$ cat config.mk
export PLATFORM = sky130hd
export DESIGN_NAME = adc_capture
export DESIGN_NICKNAME = d
export VERILOG_FILES = /design/src/rtl/adc_capture.sv
export SDC_FILE = /design/constraint.sdc
export NUM_CORES = 1
export LEC_CHECK = 0
export CELL_PAD_IN_SITES_DETAIL_PLACEMENT = 1
export CELL_PAD_IN_SITES_GLOBAL_PLACEMENT = 1
export CORE_AREA = 2 2 89 112
export CTS_CLUSTER_SIZE = 10
export DETAILED_ROUTE_END_ITERATION = 7
export DIE_AREA = 0 0 91 114
export DONT_BUFFER_PORTS = 1
export HOLD_SLACK_MARGIN = 0.05
export PLACE_DENSITY_LB_ADDON = 0.1
export SYNTH_ARGS = -nofsm -noshare
export SYNTH_HDL_FRONTEND = slang
export SYNTH_SLANG_ARGS = --single-unit
$ cat constraint.sdc
create_clock -name clk -period 4.4 [get_ports clk]
set_input_delay 0.88 -clock clk [delete_from_list [all_inputs] [get_ports clk]]
set_output_delay 0.88 -clock clk [all_outputs]
set_load 0.01 [all_outputs]
$ cat src/rtl/adc_capture.sv
// Acquisition stage: captures SAMPLES offset-binary ADC words, converts them to two's complement and
// streams them to the acquisition RAM while tracking the peak magnitude. Optional: ADC_CLIP_COUNT_EN.
module adc_capture #(
    parameter int SAMPLES = 8192,
    parameter int ADC_W   = 10,
    parameter int DATA_W  = 16,
    parameter int ADDR_W  = 13
) (
    input  logic              clk,
    input  logic              reset,
    input  logic              start_sampling,
    input  logic              abort,
    input  logic [1:0]        decim,
    input  logic [ADC_W-1:0]  adc_data,
    output logic              mem_we,
    output logic [ADDR_W-1:0] mem_addr,
    output logic [DATA_W-1:0] mem_wdata,
    output logic              busy,
    output logic              end_sampling,
    output logic [ADDR_W:0]   sample_count,
    output logic [ADC_W-2:0]  peak_abs,
    output logic [ADDR_W-1:0] peak_idx
`ifdef ADC_CLIP_COUNT_EN
    ,
    output logic [15:0]       clip_count
`endif
);

    typedef enum logic [1:0] {
        IDLE    = 2'd0,
        ARMED   = 2'd1,
        CAPTURE = 2'd2,
        DONE    = 2'd3
    } state_t;

    // Offset-binary to sign-extended two's complement: flip the MSB, then replicate it.
    function automatic logic [DATA_W-1:0] to_twos(input logic [ADC_W-1:0] raw);
        logic [ADC_W-1:0] s;
        s = {~raw[ADC_W-1], raw[ADC_W-2:0]};
        return {{(DATA_W-ADC_W){s[ADC_W-1]}}, s};
    endfunction

    // Magnitude of the converted sample; the most negative code saturates to the largest positive value.
    function automatic logic [ADC_W-2:0] abs_sat(input logic [ADC_W-1:0] raw);
        logic [ADC_W-2:0] mag;
        if (raw[ADC_W-1]) begin
            mag = raw[ADC_W-2:0];
        end else if (raw[ADC_W-2:0] == '0) begin
            mag = '1;
        end else begin
            mag = ~raw[ADC_W-2:0] + (ADC_W-1)'(1);
        end
        return mag;
    endfunction

    state_t            state_r;
    logic [ADC_W-1:0]  adc_q_r;
    logic [1:0]        dsel_r;
    logic [2:0]        dcnt_r;
    logic [ADDR_W:0]   iss_cnt_r;
    logic              take_r;
    logic [2:0]        dmask_s;
    logic [ADC_W-2:0]  abs_s;

    assign dmask_s = (3'd1 << dsel_r) - 3'd1;
    assign abs_s   = abs_sat(adc_q_r);

    // One-stage input pipe on the ADC bus.
    always_ff @(posedge clk or posedge reset) begin
        if (reset) begin
            adc_q_r <= '0;
        end else begin
            adc_q_r <= adc_data;
        end
    end

    // Capture FSM: take_r marks a decimation slot; the RAM write follows one cycle later from adc_q_r.
    always_ff @(posedge clk or posedge reset) begin
        if (reset) begin
            state_r      <= IDLE;
            dsel_r       <= 2'd0;
            dcnt_r       <= 3'd0;
            iss_cnt_r    <= '0;
            take_r       <= 1'b0;
            mem_we       <= 1'b0;
            mem_addr     <= '0;
            mem_wdata    <= '0;
            busy         <= 1'b0;
            end_sampling <= 1'b0;
            sample_count <= '0;
            peak_abs     <= '0;
            peak_idx     <= '0;
`ifdef ADC_CLIP_COUNT_EN
            clip_count   <= 16'd0;
`endif
        end else begin
            mem_we       <= 1'b0;
            end_sampling <= 1'b0;
            take_r       <= 1'b0;
            case (state_r)
                IDLE: begin
                    if (start_sampling && !abort) begin
                        dsel_r       <= decim;
                        dcnt_r       <= 3'd0;
                        iss_cnt_r    <= '0;
                        sample_count <= '0;
                        peak_abs     <= '0;
                        peak_idx     <= '0;
`ifdef ADC_CLIP_COUNT_EN
                        clip_count   <= 16'd0;
`endif
                        busy         <= 1'b1;
                        state_r      <= ARMED;
                    end else begin
                        state_r <= IDLE;
                    end
                end
                ARMED: begin
                    if (abort) begin
                        busy    <= 1'b0;
                        state_r <= IDLE;
                    end else begin
                        state_r <= CAPTURE;
                    end
                end
                CAPTURE: begin
                    if (abort) begin
                        busy    <= 1'b0;
                        state_r <= IDLE;
                    end else if (sample_count[ADDR_W]) begin
                        busy         <= 1'b0;
                        end_sampling <= 1'b1;
                        state_r      <= DONE;
                    end else begin
                        dcnt_r <= (dcnt_r + 3'd1) & dmask_s;
                        if ((dcnt_r == 3'd0) && !iss_cnt_r[ADDR_W]) begin
                            take_r    <= 1'b1;
                            iss_cnt_r <= iss_cnt_r + (ADDR_W+1)'(1);
                        end
                        if (take_r) begin
                            mem_we       <= 1'b1;
                            mem_addr     <= sample_count[ADDR_W-1:0];
                            mem_wdata    <= to_twos(adc_q_r);
                            sample_count <= sample_count + (ADDR_W+1)'(1);
                            // Strictly greater keeps the first index on ties.
                            if (abs_s > peak_abs) begin
                                peak_abs <= abs_s;
                                peak_idx <= sample_count[ADDR_W-1:0];
                            end
`ifdef ADC_CLIP_COUNT_EN
                            if (((adc_q_r == '0) || (adc_q_r == '1)) && (clip_count != 16'hFFFF)) begin
                                clip_count <= clip_count + 16'd1;
                            end
`endif
                        end
                    end
                end
                DONE: begin
                    state_r <= IDLE;
                end
                default: begin
                    busy    <= 1'b0;
                    state_r <= IDLE;
                end
            endcase
        end
    end

endmodule

==> Word-level counts from Yosys, hierarchy flattened <==
Index checks and enable logic that the tools add are counted.
{ "word_totals": {"ff_bits": 94, "inputBits": 16, "out_inout_bits": 68, "word_cells": 103} }
{ "op_classes": {"add_sub_neg": 5, "order_cmp": 1, "eq_ne": 11, "shifts": 1, "n_mux": 48, "n_bitwise": 5, "n_reduce_logical": 17} }
{ "ops": {"columns": ["operator", "n"], "rows": [
  ["14-bit two-way mux", 7],
  ["13-bit two-way mux", 5],
  ["9-bit two-way mux", 7],
  ["14-bit case mux with 2 select lines", 2],
  ["14-bit by 1-bit adder with 14-bit output, second input constant", 2],
  ["13-bit case mux with 2 select lines", 1],
  ["9-bit case mux with 2 select lines", 1],
  ["1-bit two-way mux", 16],
  ["2-bit != test, second input constant", 7],
  ["4-bit AND reduction", 3],
  ["5-bit AND reduction", 2],
  ["9-bit by 1-bit adder with 9-bit output, second input constant", 1],
  ["9-bit > comparator", 1],
  ["9-bit logical NOT", 1],
  ["3-bit two-way mux", 3],
  ["9-bit inverter", 1],
  ["2-bit case mux with 4 select lines", 1],
  ["2-bit two-way mux", 3],
  ["3-bit case mux with 2 select lines", 1],
  ["6-bit AND reduction", 1],
  ["2-bit == test, second input constant", 2],
  ["3-bit by 1-bit adder with 3-bit output, second input constant", 1],
  ["3-bit bitwise AND", 1],
  ["3-bit logical NOT", 1],
  ["other kinds (13)", 17]
]} }

==> Logic depth before layout (Yosys ltp) <==
Gate-level depths: netlist of run 1.
{ "logic_depth": {"word_depth": 10, "mapped_depth": 15, "depth_no_buf": 13} }

==> Worst setup path before layout of run 1 <==
Ideal clock, no wire load.
{ "synth_path": {"path_type": "register -> register", "from": "register adc_q_r[0]", "to": "register peak_idx[0]", "arrival_ns": 2.982, "path_slack_ns": 1.352, "path_stages_with_launch": 14, "synth_period_minus_slack_ns": 3.048, "path_cell_list": "dfrtp_1 -> inv_1 -> ha_1 -> nor3b_1 -> nand3_1 -> a22oi_1 -> ha_1 -> nor2b_1 -> o21bai_1 -> a31oi_1 -> o311a_2 -> buf_6 -> nor2_2 -> a22o_1"} }
{ "synth_via": {"elab_chain_len": 7} }
{ "synth_rtl": {"columns": ["element", "line", "rtl"], "rows": [
  ["start, declared", "57", "logic [ADC_W-1:0] adc_q_r;"],
  ["start signal, assigned", "73", "adc_q_r <= adc_data;"],
  ["9-bit inverter", "51", "mag = ~raw[ADC_W-2:0] + (ADC_W-1)'(1);"],
  ["9-bit by 1-bit adder with 9-bit output", "51", null],
  ["9-bit two-way mux", "48", "end else if (raw[ADC_W-2:0] == '0) begin"],
  ["9-bit two-way mux *", "46", "if (raw[ADC_W-1]) begin"],
  ["9-bit > comparator *", "146", "if (abs_s > peak_abs) begin"],
  ["2-bit != test (no source line) *", null, null],
  ["6-bit AND reduction (no source line) *", null, null],
  ["end signal, assigned", "148", "peak_idx <= sample_count[ADDR_W-1:0];"],
  ["end, declared", "22", "output logic [ADDR_W-1:0] peak_idx"]
]} }
Every way passes the cells marked *; elsewhere a longest branch is shown, timed or not.
A chain may end at the register's enable or synchronous reset.

==> Worst setup path in the final report of run 1 <==
{ "layout_path": {"from": "register adc_q_r[0]", "to": "register peak_idx[8]"} }
Same word-level chain as after synthesis.

==> results of run 1 <==
## layout make-up
| type | instances | area share (%) |
|---|---|---|
| Sequential cell | 94 | 48.7 |
| Multi-Input combinational cell | 279 | 39.5 |
| Clock buffer | 11 | 5.02 |
| Clock inverter | 5 | 1.16 |
| Tap cell | 126 | 3.26 |
| Timing Repair Buffer | 3 | 0.466 |
| Inverter | 24 | 1.92 |
## registers in the layout, indices dropped and copies added (netlist names)
register / flops
mem_addr: 13
iss_cnt_r: 14
mem_wdata: 10
state_r: 2
dcnt_r: 3
mem_we: 1
peak_abs: 9
end_sampling: 1
adc_q_r: 10
take_r: 1
peak_idx: 13
busy: 1
sample_count: 14
dsel_r: 2
## synthesized netlist by cell type, types with 3 or more instances
| master | count |
|---|---|
| dfrtp_1 | 94 |
| nor3b_1 | 4 |
| nor2b_1 | 5 |
| inv_1 | 23 |
| o21ai_0 | 19 |
| xor2_1 | 16 |
| o211ai_1 | 4 |
| o31ai_1 | 5 |
| and3_1 | 8 |
| ha_1 | 18 |
| nand4_1 | 5 |
| a21oi_1 | 10 |
| mux2_2 | 18 |
| nor3_1 | 7 |
| clkbuf_1 | 8 |
| a22o_1 | 10 |
| buf_4 | 6 |
| nand2_1 | 39 |
| nor2_1 | 36 |
| nand3_1 | 23 |
| xnor2_1 | 3 |
| o2bb2ai_1 | 5 |
| a31oi_1 | 3 |
| mux2i_1 | 6 |
## layer usage
metal  routed length (um)  vias up  global-route usage (%)  part of all wire (%)
met1                 4190     1538                    24.6                    42
li1                     -     1446                       -                     -
met3                  467       16                    5.61                   4.6
met4                  247        0                    8.79                   2.5
met2                 5160       63                    35.8                    51
met5                    0        -                       0                     0
## where the power goes
part / leakage (nW) / total [mW] / switching (mW) / internal (mW)
logic: 0.830 / 0.0967 / 0.0663 / 0.0304
clock network: 0.146 / 0.782 / 0.326 / 0.456
registers: 1.28 / 0.897 / 0.0180 / 0.879
## stage by stage
stage	hold WS [ns]	worst slack (ns)	utilization, %	std cells	instance area (um2)
floorplan	0.475	1.07	-	415	4470
global placement	0.499	0.785	48.2	526	4540
detailed placement	0.517	0.603	48.2	526	4540
CTS	0.545	0.562	51.4	542	4830
global route	0.544	0.291	51.4	542	4830
finish	0.540	0.557	51.4	542	4830
## cell usage in the layout, fill, tap and decap left out, types with 4 or more instances in the layout
cell,synthesis,layout
and3_1,8,8
inv_1,23,22
mux2i_1,6,6
nor3_1,7,7
a21oi_1,10,10
nor3b_1,4,4
xor2_1,16,16
nor2b_1,5,5
ha_1,18,18
a22o_1,10,10
nand2_1,39,39
nor2_1,36,36
dfrtp_1,94,94
o2bb2ai_1,5,5
clkbuf_16,0,9
nand4_1,5,5
nand3_1,23,23
mux2_2,18,18
o31ai_1,5,5
o21ai_0,19,19
o211ai_1,4,4
## worst max-delay path, cell delays in order, from the launching register on
cell      delay (ns)
dfrtp_1         0.40
inv_1           0.09
ha_1            0.22
nor3b_1         0.56
nand3_1         0.27
a22oi_1         0.33
ha_1            0.33
nor2b_1         0.15
o21bai_1        0.11
a31oi_1         0.13
o311a_2         0.55
nor2_2          0.42
a22o_1          0.21
## cells by family (layout without fill, tap and decap cells)
logic type,count (synthesis),count (layout),synth area share (%)
compound gates,77,77,12.6
xor+xnor,19,19,3.72
fa+ha+maj,18,18,5.04
buf+inv,42,43,4.59
flops,94,94,52.6
mux,25,25,6.22
simple gates,140,140,15.2
## final timing paths
| check | startpoint | cells past startpoint | endpoint |
|---|---|---|---|
| hold reg to reg | dsel_r[0] | 1 | dsel_r[0] |
| setup / recovery | adc_q_r[0] | 12 | peak_idx[8] |
| setup reg to reg | adc_q_r[0] | 12 | peak_idx[8] |
| min in group asynchronous | reset | 1 | mem_addr[3] |
| hold / removal | dsel_r[0] | 1 | dsel_r[0] |
| max in group asynchronous | reset | 2 | peak_abs[8] |
==> metrics, run 1 <==
status=completed; Slew headroom=44.1%; Setup Total Neg Slack=0 ns; final setup fails=0; gr usage total=20.8%; clock skew=0.00791 ns; TritonCTS clock tree=built; CP Data Arrival Time=roughly 4.1 ns; Critical Path Fanout Max=15; Max VDD drop=0.000191 V; Die Y=114 um; share of the synthesized area in the top cell type=a little over half; Synth Instances=415; min-delay worst type=reg2reg; Layout Area Growth over Synthesis=8.21%; hold buffers post-CTS=0; Synth async-reset ratio=100%; wirelength, routed=10100 um; core region area=0.00941 mm2; Tcrit/Tclk final=87.3%; clk root buf=clkbuf_16; largest net degree at the start of global routing=70; via/cell ratio=5.65; hpwl dp=7260 um; DRT iter0 DRCs=127; Die X=just over 90 um; top cells by area, synth=dfrtp_1, ha_1, mux2_2; RSZ-0062 raised after global routing=false; fraction of layout cells with a size suffix above 1=10.8%; Post-CTS Setup Inserts=0; DRC Markers=0; ANT nets after route=0; mapped cell area=0.00447 mm2; Netlist cell types=58; drt first pass iters=4; Final Critical Period=3.84 ns; sequential area share after synthesis=52.6%; multi-input logic area=approximately 0.0019 mm2; Nets=roughly 450; CP Class=reg2reg; Worst Setup Start Kind=flip-flop; CP required=4.68 ns; worst reg-to-reg setup slack=between 0.5 and 0.6 ns; total power=1.77 mW; Leak=roughly 2.3 nW; Filler cells=about 1100; Mapped Nets=between 400 and 500; EDFF count, synth=0; Antenna diodes=0; final hold vios=0; Max Transition Viols Final=0; power per cell area=367 mW/mm2; via count=about 3100; Skew-Pair Late Insertion Delay=0.35 ns; CP endpoint kind=flip-flop; Max Cap Violations=0; Reg area=0.00235 mm2; number of port buffers=0; Syn Area/Cell=10.8 um2; first-pass GRT wire length=between 15000 and 20000 um; area leader, netlist=dfrtp_1; Routed wire per std cell=~19 um; initial antenna violation count=0; Most used DFF post-synth=dfrtp_1; synth warn=0; Worst Max-Slew Pin Slew=0.831 ns; H-Tree Depth=3; post-cts sizing count=0; clk buf depth=2; TritonCTS buffer count=9; clock slew at reported path FFs=0.06 ns; max frequency=260 MHz; Starting Density=between 40% and 50%; die area=0.0104 mm2; routability congestion estimate=0.820; Rows=40; Sink Count=94; Top Ports=84; post-synthesis register bit count=94; GRT Residual Overflow=0; vias in the first global route=~3200
Power figures use the tool's default switching activity.
==> inputs of run 2 (changes only) <==
Settings changed: MAX_ROUTING_LAYER set to met4.
==> metrics, run 2 (synthesized netlist as in run 1, its figures left out) <==
CP endpoint kind=flip-flop; Filler cells=approximately 1100; critical path cell sequence=inv_1 > ha_1 > nor3b_1 > nand3_1 > a22oi_1 > ha_1 > nor2b_1 > o21bai_1 > a31oi_1 > o311a_2 > nor2_2 > a22o_1; Max Transition Viols Final=0; via count=3043; wirelength, routed=10100 um; fraction of layout cells with a size suffix above 1=10.8%; initial antenna violation count=0; number of port buffers=0; Nets=445; Max Cap Violations=0; R2R Path Start=adc_q_r[0]; DRT iter0 DRCs=145; met1 usage=24.5%; Tcrit/Tclk final=87.3%; Worst Max-Slew Pin Slew=0.833 ns; post-cts sizing count=0; slowest cell delay on critical path=0.56 ns; H-Tree Depth=3; ANT nets after route=0; power per cell area=around 370 mW/mm2; Crit path top cell by count=ha_1; reg2reg path depth=12; clk buf depth=2; Sink Count=94; clock slew at reported path FFs=0.07 ns; CP Data Arrival Time=between 4 and 5 ns; Critical Path Fanout Max=15; max frequency=about 260 MHz; commonest non-fill, non-tap cell in the layout=dfrtp_1; Buf+Inv Stages, Crit Path=1; status=completed; die area=0.0104 mm2; Leak=2.26 nW; global routing usage on met3=5.61%; largest net degree at the start of global routing=70; clock skew=~0.0074 ns; CP Class=reg2reg; Skew-Pair Late Insertion Delay=between 0.3 and 0.4 ns; Slew headroom=44.0%; Worst Setup Start Kind=flip-flop; met2 GRT Util=36.0%; min-delay worst type=reg2reg; Antenna diodes=0; gr usage total=21.4%; Die Y=between 100 and 150 um; Layout Area Growth over Synthesis=8.21%; TritonCTS buffer count=9; total power=1.77 mW; routability congestion estimate=0.832; Starting Density=between 40 and 50%; hold buffers post-CTS=0; Rows=40; RSZ-0062 raised after global routing=false; hpwl dp=7260 um; DRC Markers=0; CP max stage cell=nor3b_1; first-pass GRT wire length=16900 um; worst reg-to-reg setup slack=0.56 ns; Die X=approximately 91 um; Final Critical Period=just under 4 ns; most frequent cells in the layout=dfrtp_1, nand2_1, nor2_1; Top Ports=84; WP depth=12; TritonCTS clock tree=built; Max VDD drop=0.000190 V; Setup Total Neg Slack=0 ns; CP Launch Point=adc_q_r[0]; core region area=0.00941 mm2; clk root buf=clkbuf_16; biggest regs=iss_cnt_r (14), sample_count (14); final setup fails=0; final hold vios=0; global route hottest layer=met2; Routed wire per std cell=18.6 um; CP endpoint=peak_idx[8]; via/cell ratio=5.61; GRT Residual Overflow=0; reg2reg end=peak_idx[8]; CP top delay family=simple AND/OR/NAND/NOR gates; drt first pass iters=4; vias in the first global route=between 3000 and 4000; Post-CTS Setup Inserts=0; CP required=4.68 ns
run 2: cell counts in the layout (fill, tap and decap cells not counted):
No cell type changed its count.
run 2: through the flow:
step	setup WS [ns]	utilization (%)	hold slack, ns	cells	instance area, um2
floorplan	1.07	-	0.475	415	4470
global placement	0.785	48.2	0.499	526	4540
detailed placement	0.603	48.2	0.517	526	4540
CTS	0.562	51.4	0.545	542	4830
global route	0.290	51.4	0.544	542	4830
finish	0.559	51.4	0.539	542	4830
run 2: final cells by class:
class                   count  area, um2  share of cell area (%)
flip-flops and latches     94       2350                    48.7
multi-input cells         279       1910                    39.5
clock buffers              11        243                    5.02
well taps                 126        158                    3.26
inverters                  24       92.6                    1.92
clock inverters             5       56.3                    1.16
repair buffers              3       22.5                   0.466
run 2: worst min path at each step:
stage	startpoint	end	slack, ns	cells past startpoint
CTS	iss_cnt_r[7]	iss_cnt_r[7]	0.55	2
global placement	dcnt_r[1]	dcnt_r[1]	0.50	2
detailed placement	iss_cnt_r[1]	iss_cnt_r[1]	0.52	2
floorplan	dcnt_r[1]	dcnt_r[1]	0.48	2
finish	iss_cnt_r[10]	iss_cnt_r[10]	0.54	2
global route	adc_data[0]	adc_q_r[0]	0.54	0
run 2: metal layers:
layer | vias up | share of wire (%)
met1 | 1515 | 42
met4 | 0 | 2.1
met3 | 16 | 4.6
met2 | 64 | 52
li1 | 1448 | -
met5 | - | 0
run 2: tightest hold or removal path, cell delays in order (launching register included):
cell     delay, ns
dfrtp_1       0.36
xor2_1        0.07
nor2_1        0.07
run 2: power breakdown:
part           internal (mW)  switching, mW  total [mW]
clock                  0.456          0.325       0.781
sequential             0.879         0.0180       0.897
combinational         0.0305         0.0665      0.0970
total                   1.36          0.409        1.77
